## src/rtl/uart_tx_fifo_feeder_if.sv

```systemverilog
// ============================================================================
// Module      : uart_tx_fifo_feeder_if
// Description : Host write port plus TX-core issue port of the FIFO feeder.
// Revision    : 1.0 - initial release
// ============================================================================
`default_nettype none

interface uart_tx_fifo_feeder_if #(
  parameter int DATA_SIZE  = 8,
  parameter int DEPTH_LOG2 = 3
);
  logic                  WR_EN;
  logic [DATA_SIZE-1:0]  WR_DATA;
  logic                  FLUSH;
  logic                  Busy_TX;
  logic                  FULL;
  logic                  EMPTY;
  logic [DEPTH_LOG2:0]   COUNT;
  logic                  OVERFLOW;
  logic [DATA_SIZE-1:0]  P_DATA;
  logic                  Data_Valid;

  // master: host plus TX core environment; slave: the feeder itself
  modport master (
    output WR_EN, WR_DATA, FLUSH, Busy_TX,
    input  FULL, EMPTY, COUNT, OVERFLOW, P_DATA, Data_Valid
  );

  modport slave (
    input  WR_EN, WR_DATA, FLUSH, Busy_TX,
    output FULL, EMPTY, COUNT, OVERFLOW, P_DATA, Data_Valid
  );
endinterface

`default_nettype wire

```

## src/rtl/uart_tx_fifo_feeder.sv

```systemverilog
// ============================================================================
// Module      : uart_tx_fifo_feeder
// Description : Host-side byte FIFO that issues one byte per TX frame,
//               pacing itself off the TX core's registered Busy.
// Revision    : 1.0 - initial release
// ============================================================================
`default_nettype none

module uart_tx_fifo_feeder #(
  parameter int DATA_SIZE  = 8,
  parameter int DEPTH_LOG2 = 3
) (
  input  wire logic             CLK_FSM,
  input  wire logic             RST_FSM,
  uart_tx_fifo_feeder_if.slave  bus
);

  localparam int c_depth = 2 ** DEPTH_LOG2;
  localparam logic [DEPTH_LOG2:0] c_ptr_one = {{DEPTH_LOG2{1'b0}}, 1'b1};

  typedef enum logic [1:0] {
    IDLE      = 2'd0,
    ISSUE     = 2'd1,
    WAIT_BUSY = 2'd2,
    WAIT_DONE = 2'd3
  } state_t;

  state_t                r_state;
  logic [DEPTH_LOG2:0]   r_wr_ptr;
  logic [DEPTH_LOG2:0]   r_rd_ptr;
  logic [DEPTH_LOG2:0]   r_count;
  logic                  r_empty;
  logic                  r_full;
  logic                  r_overflow;
  logic                  r_data_valid;
  logic [DATA_SIZE-1:0]  r_p_data;
  logic [DATA_SIZE-1:0]  r_mem [c_depth];

  logic                  w_pop;
  logic                  w_push;
  logic                  w_drop;
  logic [DEPTH_LOG2:0]   w_wr_ptr_nxt;
  logic [DEPTH_LOG2:0]   w_rd_ptr_nxt;
  logic [DEPTH_LOG2:0]   w_count_nxt;
  logic [DEPTH_LOG2-1:0] w_wr_addr;
  logic [DEPTH_LOG2-1:0] w_rd_addr;

  assign w_wr_addr = r_wr_ptr[DEPTH_LOG2-1:0];
  assign w_rd_addr = r_rd_ptr[DEPTH_LOG2-1:0];

  // A pop frees the slot being written, so a full FIFO still accepts a write
  // on the pop edge; FLUSH discards both.
  always_comb begin
    w_pop        = (r_state == IDLE) && !r_empty && !bus.Busy_TX && !bus.FLUSH;
    w_push       = bus.WR_EN && (!r_full || w_pop) && !bus.FLUSH;
    w_drop       = bus.WR_EN && r_full && !w_pop;
    w_wr_ptr_nxt = r_wr_ptr;
    w_rd_ptr_nxt = r_rd_ptr;
    if (bus.FLUSH) begin
      w_rd_ptr_nxt = r_wr_ptr;
    end else begin
      if (w_pop) begin
        w_rd_ptr_nxt = r_rd_ptr + c_ptr_one;
      end
      if (w_push) begin
        w_wr_ptr_nxt = r_wr_ptr + c_ptr_one;
      end
    end
    w_count_nxt = w_wr_ptr_nxt - w_rd_ptr_nxt;
  end

  always_ff @(posedge CLK_FSM or negedge RST_FSM) begin
    if (!RST_FSM) begin
      r_wr_ptr   <= '0;
      r_rd_ptr   <= '0;
      r_count    <= '0;
      r_empty    <= 1'b1;
      r_full     <= 1'b0;
      r_overflow <= 1'b0;
    end else begin
      r_wr_ptr   <= w_wr_ptr_nxt;
      r_rd_ptr   <= w_rd_ptr_nxt;
      r_count    <= w_count_nxt;
      r_empty    <= (w_wr_ptr_nxt == w_rd_ptr_nxt);
      r_full     <= (w_wr_ptr_nxt[DEPTH_LOG2-1:0] == w_rd_ptr_nxt[DEPTH_LOG2-1:0]) &&
                    (w_wr_ptr_nxt[DEPTH_LOG2] != w_rd_ptr_nxt[DEPTH_LOG2]);
      r_overflow <= w_drop;
    end
  end

  always_ff @(posedge CLK_FSM) begin
    if (w_push) begin
      r_mem[w_wr_addr] <= bus.WR_DATA;
    end
  end

  // P_DATA only moves on an issue, so it is stable for the whole frame.
  always_ff @(posedge CLK_FSM or negedge RST_FSM) begin
    if (!RST_FSM) begin
      r_state      <= IDLE;
      r_data_valid <= 1'b0;
      r_p_data     <= '0;
    end else begin
      case (r_state)
        IDLE: begin
          if (w_pop) begin
            r_p_data     <= r_mem[w_rd_addr];
            r_data_valid <= 1'b1;
            r_state      <= ISSUE;
          end
        end
        ISSUE: begin
          r_data_valid <= 1'b0;
          r_state      <= WAIT_BUSY;
        end
        WAIT_BUSY: begin
          if (bus.Busy_TX) begin
            r_state <= WAIT_DONE;
          end
        end
        WAIT_DONE: begin
          if (!bus.Busy_TX) begin
            r_state <= IDLE;
          end
        end
        default: begin
          r_data_valid <= 1'b0;
          r_state      <= IDLE;
        end
      endcase
    end
  end

  assign bus.FULL       = r_full;
  assign bus.EMPTY      = r_empty;
  assign bus.COUNT      = r_count;
  assign bus.OVERFLOW   = r_overflow;
  assign bus.P_DATA     = r_p_data;
  assign bus.Data_Valid = r_data_valid;

endmodule

`default_nettype wire

```

## src/flat_wrapper.sv

```systemverilog
// flat-port wrapper written by rule: the top's interface ports become plain ports
module uart_tx_fifo_feeder_flat 
#(
  parameter int DATA_SIZE  = 8,
  parameter int DEPTH_LOG2 = 3
)
  (CLK_FSM, RST_FSM, bus_WR_EN, bus_WR_DATA, bus_FLUSH, bus_Busy_TX, bus_FULL, bus_EMPTY, bus_COUNT, bus_OVERFLOW, bus_P_DATA, bus_Data_Valid);
  uart_tx_fifo_feeder_if #(.DATA_SIZE(DATA_SIZE), .DEPTH_LOG2(DEPTH_LOG2)) bus_i ();
  input  wire logic CLK_FSM;
  input  wire logic RST_FSM;
  input wire logic [$bits(bus_i.WR_EN)-1:0] bus_WR_EN;
  input wire logic [$bits(bus_i.WR_DATA)-1:0] bus_WR_DATA;
  input wire logic [$bits(bus_i.FLUSH)-1:0] bus_FLUSH;
  input wire logic [$bits(bus_i.Busy_TX)-1:0] bus_Busy_TX;
  output wire logic [$bits(bus_i.FULL)-1:0] bus_FULL;
  output wire logic [$bits(bus_i.EMPTY)-1:0] bus_EMPTY;
  output wire logic [$bits(bus_i.COUNT)-1:0] bus_COUNT;
  output wire logic [$bits(bus_i.OVERFLOW)-1:0] bus_OVERFLOW;
  output wire logic [$bits(bus_i.P_DATA)-1:0] bus_P_DATA;
  output wire logic [$bits(bus_i.Data_Valid)-1:0] bus_Data_Valid;
  assign bus_i.WR_EN = bus_WR_EN;
  assign bus_i.WR_DATA = bus_WR_DATA;
  assign bus_i.FLUSH = bus_FLUSH;
  assign bus_i.Busy_TX = bus_Busy_TX;
  assign bus_FULL = bus_i.FULL;
  assign bus_EMPTY = bus_i.EMPTY;
  assign bus_COUNT = bus_i.COUNT;
  assign bus_OVERFLOW = bus_i.OVERFLOW;
  assign bus_P_DATA = bus_i.P_DATA;
  assign bus_Data_Valid = bus_i.Data_Valid;
  uart_tx_fifo_feeder #(.DATA_SIZE(DATA_SIZE), .DEPTH_LOG2(DEPTH_LOG2)) u_core (.CLK_FSM(CLK_FSM), .RST_FSM(RST_FSM), .bus(bus_i));
endmodule
```

## config.mk

```make
export PLATFORM = sky130hd
export DESIGN_NAME = uart_tx_fifo_feeder_flat
export DESIGN_NICKNAME = d
export VERILOG_FILES = /design/src/rtl/uart_tx_fifo_feeder_if.sv /design/src/rtl/uart_tx_fifo_feeder.sv /design/src/flat_wrapper.sv
export SDC_FILE = /design/constraint.sdc
export NUM_CORES = 1
export LEC_CHECK = 0
export ABC_AREA = 1
export CAP_MARGIN = 20
export CORE_AREA = 2 2 89 91
export CTS_BUF_LIST = sky130_fd_sc_hd__clkbuf_8
export CTS_CLUSTER_SIZE = 10
export DETAILED_ROUTE_END_ITERATION = 10
export DIE_AREA = 0 0 91 93
export PLACE_DENSITY = 0.72
export SLEW_MARGIN = 20
export SYNTH_ARGS = -nofsm -noshare
export SYNTH_HDL_FRONTEND = slang
export SYNTH_SLANG_ARGS = --single-unit
```

## constraint.sdc

```tcl
create_clock -name CLK_FSM -period 6.2 [get_ports CLK_FSM]
set_input_delay 0.93 -clock CLK_FSM [delete_from_list [all_inputs] [get_ports CLK_FSM]]
set_output_delay 0.93 -clock CLK_FSM [all_outputs]
set_load 0.03 [all_outputs]
```

**Word level (Yosys, flattened, before mapping)**

Memories as Yosys holds them, arrays and structs flattened. A register that Yosys moved wholly into a read port is not among the register bits.
Cells that the tools add are included.

- Memories: 1
- Memory bits (writable): 64
- Register bits after elaboration: 18
- Word-level logic and storage cells: 53
- Output and inout port bits: 16
- Input bits: 13

- Mux-type cells: 12
- Equal/unequal tests: 9
- Add/sub/neg operators: 3
- Reduce and logical (&&, ||, !) cells: 20

Memory list:

| name | words | bits a word | read ports | clocked after Yosys merged registers in | write ports | line | text |
|---|---|---|---|---|---|---|---|
| u_core.r_mem | 8 | 8 | 1 | 1 | 1 | uart_tx_fifo_feeder.sv:37 | `logic [DATA_SIZE-1:0] r_mem [c_depth];` |

Operators with widths:

| operator | number |
|---|---|
| 4-bit 2-to-1 mux | 4 |
| 4-bit by 1-bit adder with 4-bit output (second input constant) | 2 |
| 1-bit logical AND | 8 |
| 2-bit case mux with 4 select lines | 1 |
| 1-bit logical NOT | 6 |
| 2-bit 2-to-1 mux | 3 |
| 2-bit equality test (second input constant) | 2 |
| 4-bit equality test | 1 |
| 2-bit != test (second input constant) | 2 |
| 2-bit AND reduction | 2 |
| 4-bit subtractor | 1 |
| 3-bit equality test | 1 |
| 1-bit 2-to-1 mux | 3 |
| 3-bit AND reduction | 1 |
| 2-bit by 1-bit equality test with 1-bit output (second input constant) | 1 |
| 2-bit logical NOT | 1 |
| 2-bit by 1-bit != test with 1-bit output (second input constant) | 1 |
| 1-bit case mux with 2 select lines | 1 |
| 2-bit nonzero test | 1 |
| 1-bit logical OR | 1 |
| 1-bit != test | 1 |

**Logic depth before layout (Yosys ltp)**

Gate-level depths: netlist of run 1.

- Word-level depth: 11
- Depth in mapped cells: 16
- Depth with buffers taken out: 16

**Least setup slack after synthesis of run 1**

Ideal clock, no wire load.

- Path type: input-to-reg
- From: input bus_WR_EN
- To: memory u_core.r_mem[6][0], enable pin
- Stages on the path: 6
- Data required time: 5.817 ns
- Arrival: 2.066 ns
- Setup slack: 3.751 ns
- Cell sequence: inv_1 nor2_1 nand2_4 inv_2 nand2_1 nor3_1

- Word-level cells in the longest chain between the ends: 4

Ends and longest elaborated chain:

| what | line | text |
|---|---|---|
| start, declared | flat_wrapper.sv:11 | `input wire logic [$bits(bus_i.WR_EN)-1:0] bus_WR_EN;` |
| 1-bit logical AND (2 in series) | uart_tx_fifo_feeder.sv:55 | `w_push = bus.WR_EN && (!r_full \|\| w_pop) && !bus.FLUSH;` |
| 1-bit 2-to-1 mux | uart_tx_fifo_feeder.sv:92 | `if (w_push) begin` |
| 1-bit 2-to-1 mux (not written as such) | uart_tx_fifo_feeder.sv:93 | `r_mem[w_wr_addr] <= bus.WR_DATA;` |
| end, declared | uart_tx_fifo_feeder.sv:37 |  |

Every way passes these cells.

**Final worst setup path of run 1**

- From: input bus_FLUSH
- To: memory u_core.r_mem[6][0], enable pin

- Word-level cells in the longest chain between the ends: 7

Ends and longest elaborated chain:

| what | line | text |
|---|---|---|
| start, declared | flat_wrapper.sv:13 | `input wire logic [$bits(bus_i.FLUSH)-1:0] bus_FLUSH;` |
| 1-bit logical NOT (*) | uart_tx_fifo_feeder.sv:54, uart_tx_fifo_feeder.sv:55 |  |
| 1-bit logical AND | uart_tx_fifo_feeder.sv:54 | `w_pop = (r_state == IDLE) && !r_empty && !bus.Busy_TX && !bus.FLUSH;` |
| 1-bit logical OR | uart_tx_fifo_feeder.sv:55 |  |
| 1-bit logical AND | uart_tx_fifo_feeder.sv:55 |  |
| 1-bit logical AND (*) | uart_tx_fifo_feeder.sv:55 |  |
| 1-bit 2-to-1 mux (*) | uart_tx_fifo_feeder.sv:92 |  |
| 1-bit 2-to-1 mux (not written as such) (*) | uart_tx_fifo_feeder.sv:93 |  |

Mark *: on every way between the ends. The rest lies on a longest branch, timed or not.

==> results of run 1 <==
==> layer usage <==
metal / share of wire / wire length [µm] / vias up
li1: - / - / 1238
met1: 0.44 / 3210 / 1245
met2: 0.48 / 3540 / 67
met3: 0.060 / 439 / 13
met4: 0.019 / 136 / 0
met5: 0 / 0 / -
==> layout make-up <==
cell class	instances	share of cell area
Clock buffer	9	0.0277
Clock inverter	7	0.0263
Inverter	29	0.0260
Multi-Input combinational cell	205	0.250
Sequential cell	90	0.575
Tap cell	102	0.0285
Timing Repair Buffer	30	0.0660
==> final timing paths <==
path	start	to	cells past startpoint
min in group asynchronous	RST_FSM	u_core.bus.P_DATA[1]	2
hold / removal	u_core.bus.P_DATA[0]	u_core.bus.P_DATA[0]	2
setup reg to reg	u_core.r_state[0]	u_core.r_mem[6][0]	10
hold reg to reg	u_core.bus.P_DATA[0]	u_core.bus.P_DATA[0]	2
setup / recovery	bus_FLUSH	u_core.r_mem[6][0]	8
max in group asynchronous	RST_FSM	u_core.bus.EMPTY	2
==> logic make-up after synthesis <==
family                     Yosys count  share of synthesized area
AOI/OAI and AO/OA                   63                      0.100
xor gates and xnor gates             3                    0.00676
adders and majority gates           11                     0.0354
buffers and inverters               42                     0.0499
DFF                                 90                      0.662
and+or+nand+nor                    128                      0.145
==> power groups by stage <==
| stage | logic [W] | clock network, W | registers [W] |
|---|---|---|---|
| 6_report | 0.000789 | 0.000472 | 0.000826 |
| 2_1_floorplan | 0.000491 | 0 | 0.000902 |
| 3_5_place_dp | 0.000790 | 0 | 0.000840 |
| 5_1_grt | 0.000888 | 0.000506 | 0.000842 |
| 4_1_cts | 0.000793 | 0.000479 | 0.000827 |
| 3_3_place_gp | 0.000765 | 0 | 0.000836 |
==> synth_stat cells <==
library cell,count,area (µm²)
o221ai_1,8,70.1
o211ai_1,8,60.1
nor2_1,48,180
nand3b_1,1,7.51
clkinv_1,1,3.75
inv_1,23,86.3
buf_12,1,20.0
buf_4,1,7.51
buf_6,1,11.3
xor2_1,2,17.5
nand4_1,4,25.0
buf_1,1,3.75
ha_1,11,138
nand2_1,48,180
nand2_4,2,22.5
nor3_1,2,10.0
or2_1,1,6.26
a21oi_1,4,20.0
nand3_4,1,17.5
clkbuf_1,8,30.0
dfrtp_1,25,626
xnor2_1,1,8.76
dfstp_2,1,26.3
nor2_4,1,11.3
buf_2,1,5.00
a21oi_4,1,16.3
inv_8,1,11.3
edfxtp_1,64,1920
inv_2,4,15.0
o22ai_1,8,50.1
nand3_1,16,80.1
o21ai_0,33,165
nand2_2,4,25.0
o21ai_2,1,8.76
==> flip-flops by register name, indices dropped and copies added, names as in the netlist <==
register	count
u_core.r_mem	64
u_core.bus.P_DATA	8
u_core.bus.COUNT	4
u_core.r_rd_ptr	4
u_core.r_wr_ptr	4
u_core.r_state	2
u_core.bus.Data_Valid	1
u_core.bus.EMPTY	1
u_core.bus.FULL	1
u_core.bus.OVERFLOW	1
==> per-stage QoR <==
stage	setup slack, ns	utilization	hold slack, ns	total power (W)
2_1_floorplan	3.75	-	0.530	0.00139
3_3_place_gp	2.87	0.562	0.464	0.00160
3_5_place_dp	2.78	0.562	0.467	0.00163
4_1_cts	3.16	0.594	0.489	0.00210
5_1_grt	2.99	0.594	0.516	0.00224
6_report	3.18	0.594	0.485	0.00209
==> critical path: stages <==
cell and delay [ns]:
clkdlybuf4s50_1 0.48, inv_2 0.17, nand3_4 0.21, nand2_4 0.16
nand2_4 0.08, inv_2 0.08, nand2_1 0.09, nor3_1 0.81
==> metrics.cfg, run 1 <==
[synth]
syn_inst = 337
yosysWarnings = 0
ys_seq_area_frac = 0.662
syn_nets = 361
yosys.cell_types.count = 34
syn_area_per_cell_um2 = 11.5
synth_area_mm2 = 0.00389
ys_seq_elements = 90

[routing]
drtIter0Drc = 174
via_per_inst = 5.43
drcViolationCount = 0
wl_per_cell_um = 15.5
routed_wl_um = 7330
drtAntennaViolNets = 0
vias = 2563
dr.pass1.iters = 4

[clocking]
cts_resized = 0
cts_root_buffer = clkbuf_8
cts_tree = yes
post-cts-setup-buffers = 0
clk_pin_slew_worst_paths_ns = 0.08
clock_path_buffers = 2
cts.htree.levels = 3
clk_latency_ns = 0.37
cts_buffers = 9
cts.sinks = 90
hold_buffers = 0

[timing]
rsz0062_at_grt = false
fin_crit_sh = 0.488
fin_skew_ns = 0.0144
timing.fmax_ghz = 0.331
tightest_slew_ns = 1.04
fin_tns_setup_ns = 0
slew_headroom = 0.299
setup_viol_count_final = 0
min_period_ns = 3.02
hold_viol = 0
drv_slew = 0

[worst_setup_path]
worstPathArrival_ns = 3.01
critPathKind = in -> reg
r2r_setup_slack_ns = 3.49
cp_max_fo = 11
end_kind = flip-flop
critPathRequiredTime_ns = 6.18
setup.worst_path.start_class = primary input

[floorplanning]
core_area_mm2 = 0.00753
die-area_mm2 = 0.00846
rows = 32
io_pins = 29
initial_core_util = 0.516
die_w_um = 91
dieHeight_um = 93

[pwr]
power.switching_w = 0.000784
power_density_mw_per_mm2 = 467
switching_share = 0.376
internal-power_w = 0.00130
power.share.clock = 0.226
p_leak_nw = 1.74
vdd_drop_max_mv = 0.170
power_frac_comb = 0.378
seqPwrFrac = 0.396

[place]
dpl-instance-area_mm2 = 0.00423
gp_congestion = 0.803
dp.cells = 456
numPortBuffers = 28
dp_hpwl_um = 4900

[cells_and_area]
drive_above_1_share = 0.0892
finalNonFillerCells = 472
layout_commonest_cell = edfxtp_1
register_area_mm2 = 0.00257
multi_input_area_mm2 = 0.00112
fillers = 649
final_cell_mix = 64 x edfxtp_1, 48 x nor2_1, 48 x nand2_1
diodes = 0
final_area_mm2 = 0.00447
syn2layout_area_growth_pct = 15.1
final_net_count = 389

[global_route]
busiest_layer = met2
grt_use_met2 = 0.304
grt_pass1_wl_um = 12100
grtUsageMet3 = 0.0371
grt_max_degree = 37
overflow = 0
grt_pass1_vias = 2471
antenna_found_initial = 0
grt_usage = 0.191
grt.met1_usage = 0.255

[run]
maxCapViolCount = 0

[hold_path]
hold_path_class = reg -> reg

[run_status]
status = complete, no violations

Power figures use the tool's default switching activity.
==> inputs of run 2 (changes only) <==
- clock period: 6.2 -> 2.9 ns (I/O delays scaled with it)
==> run 2 against run 1 <==
Compared with the run above:
- sequential power grew 110%
- hold slack lost 0.038 ns
- global-route usage shrank 0.10 points
- critical endpoint is now u_core.bus.COUNT[3]
==> metrics.cfg, run 2 (synthesized netlist as in run 1, its figures left out) <==
[run_status]
status = complete, no violations

[pwr]
p_leak_nw = 1.79
power_density_mw_per_mm2 = 956
vdd_drop_max_mv = 0.294

[place]
gp_congestion = 0.805
dpl-instance-area_mm2 = 0.00434
dp_hpwl_um = 5040
numPortBuffers = 28
dp.cells = 470

[worst_setup_path]
cp_max_fo = 6
crit_chain = inv_1 > ha_1 > inv_2 > nor2_4 > nand3_4 > nand2_4 > nand2_4 > inv_2 > nand2_1 > xor2_1 > inv_1 > ha_1 > a21oi_1 > nand2_1 > nand2_1 > nand2_1
setup.worst_path.start_class = flip-flop
critical_path.top_delay_family = simple AND/OR/NAND/NOR gates
slowest_delay_ns = 0.41
end_kind = flip-flop
cpMostUsedCell = nand2_1
cpMaxStageDelayCell = dfrtp_1
critPathKind = reg -> reg
worstPathArrival_ns = 2.63
critPathRequiredTime_ns = 3.14
cp.buffers_inverters = 4

[cells_and_area]
syn2layout_area_growth_pct = 16.7
final_cell_mix = 64 x edfxtp_1, 48 x nor2_1, 48 x nand2_1
largest_reg_flops = 64
final_net_count = 403
layout_commonest_cell = edfxtp_1
largest-register = u_core.r_mem
drive_above_1_share = 0.122
register_area_mm2 = 0.00257
multi_input_area_mm2 = 0.00112
finalNonFillerCells = 486
fillers = 629
diodes = 0
final_area_mm2 = 0.00454

[floorplanning]
die-area_mm2 = 0.00846
rows = 32
io_pins = 29
initial_core_util = 0.516
die_w_um = 91
core_area_mm2 = 0.00753
dieHeight_um = 93

[global_route]
antenna_found_initial = 0
grt_pass1_wl_um = 12200
grt_max_degree = 37
grt_pass1_vias = 2541
overflow = 0
grt_usage = 0.190

[timing]
hold_viol = 0
fin_tns_setup_ns = 0
timing.fmax_ghz = 0.417
fin_crit_sh = 0.827
drv_slew = 0
slew_headroom = 0.721
fin_skew_ns = 0.0127
min_period_ns = 2.40
tightest_slew_ns = 0.416
rsz0062_at_grt = false
setup_viol_count_final = 0

[clocking]
cts_resized = 0
clk_pin_slew_worst_paths_ns = 0.09
clk_latency_ns = 0.35
hold_buffers = 0
post-cts-setup-buffers = 0
clock_path_buffers = 2
cts.sinks = 90
cts_root_buffer = clkbuf_8
cts_tree = yes
cts.htree.levels = 3
cts_buffers = 9

[hold_path]
hold_path_class = in -> async

[routing]
via_per_inst = 5.29
wl_per_cell_um = 15.1
vias = 2570
drcViolationCount = 0
routed_wl_um = 7330
drtIter0Drc = 176
drtAntennaViolNets = 0
dr.pass1.iters = 4

[run]
maxCapViolCount = 0

run 2: cell types whose count changed in the layout (fill, tap and decap cells not counted), sizes merged:
cell / delta
clkinvlp: -1
clkinv: +2
bufinv: -2
buf: +14
inv: +1
run 2: report_power, final:
part | switching [W] | internal (W) | leakage (nW)
sequential | 0.000146 | 0.00161 | 0.895
combinational | 0.00109 | 0.000649 | 0.795
clock | 0.000437 | 0.000404 | 0.102
total | 0.00167 | 0.00267 | 1.79
run 2: worst paths after layout:
| path | depth (start not counted) | to | slack, ns | startpoint |
|---|---|---|---|---|
| worst max-delay path | 16 | u_core.bus.COUNT[3] | 0.50 | u_core.r_state[0] |
| worst max register to register | 16 | u_core.bus.COUNT[3] | 0.50 | u_core.r_state[0] |
| min in group CLK_FSM | 2 | u_core.bus.P_DATA[1] | 0.48 | u_core.bus.P_DATA[1] |
| max in group asynchronous | 2 | u_core.bus.EMPTY | 2.16 | RST_FSM |
| worst min-delay path | 2 | u_core.bus.P_DATA[1] | 0.45 | RST_FSM |
| worst min register to register | 2 | u_core.bus.P_DATA[1] | 0.48 | u_core.bus.P_DATA[1] |
run 2: final cells by class:
class / instances / area share
well taps: 102 / 0.0281
inverters: 29 / 0.0256
flip-flops and latches: 90 / 0.567
clock inverters: 7 / 0.0168
clock buffers: 9 / 0.0273
repair buffers: 44 / 0.0882
multi-input cells: 205 / 0.247
run 2: metrics by stage:
step / power [W] / hold WS [ns] / utilization / setup WS (ns)
2_1_floorplan: 0.00298 / 0.139 / - / 0.673
3_3_place_gp: 0.00348 / 0.464 / 0.576 / 0.392
3_5_place_dp: 0.00354 / 0.466 / 0.576 / 0.308
4_1_cts: 0.00437 / 0.442 / 0.603 / 0.489
5_1_grt: 0.00466 / 0.461 / 0.603 / 0.271
6_report: 0.00434 / 0.447 / 0.603 / 0.502
run 2: metal layers:
layer	routed length, µm	GRT usage	share of wire	up-vias
met1	3300	0.243	0.45	1238
met5	0	0	0	-
met2	3590	0.314	0.49	60
met4	114	0.0896	0.016	0
li1	-	-	-	1261
met3	326	0.0395	0.044	11
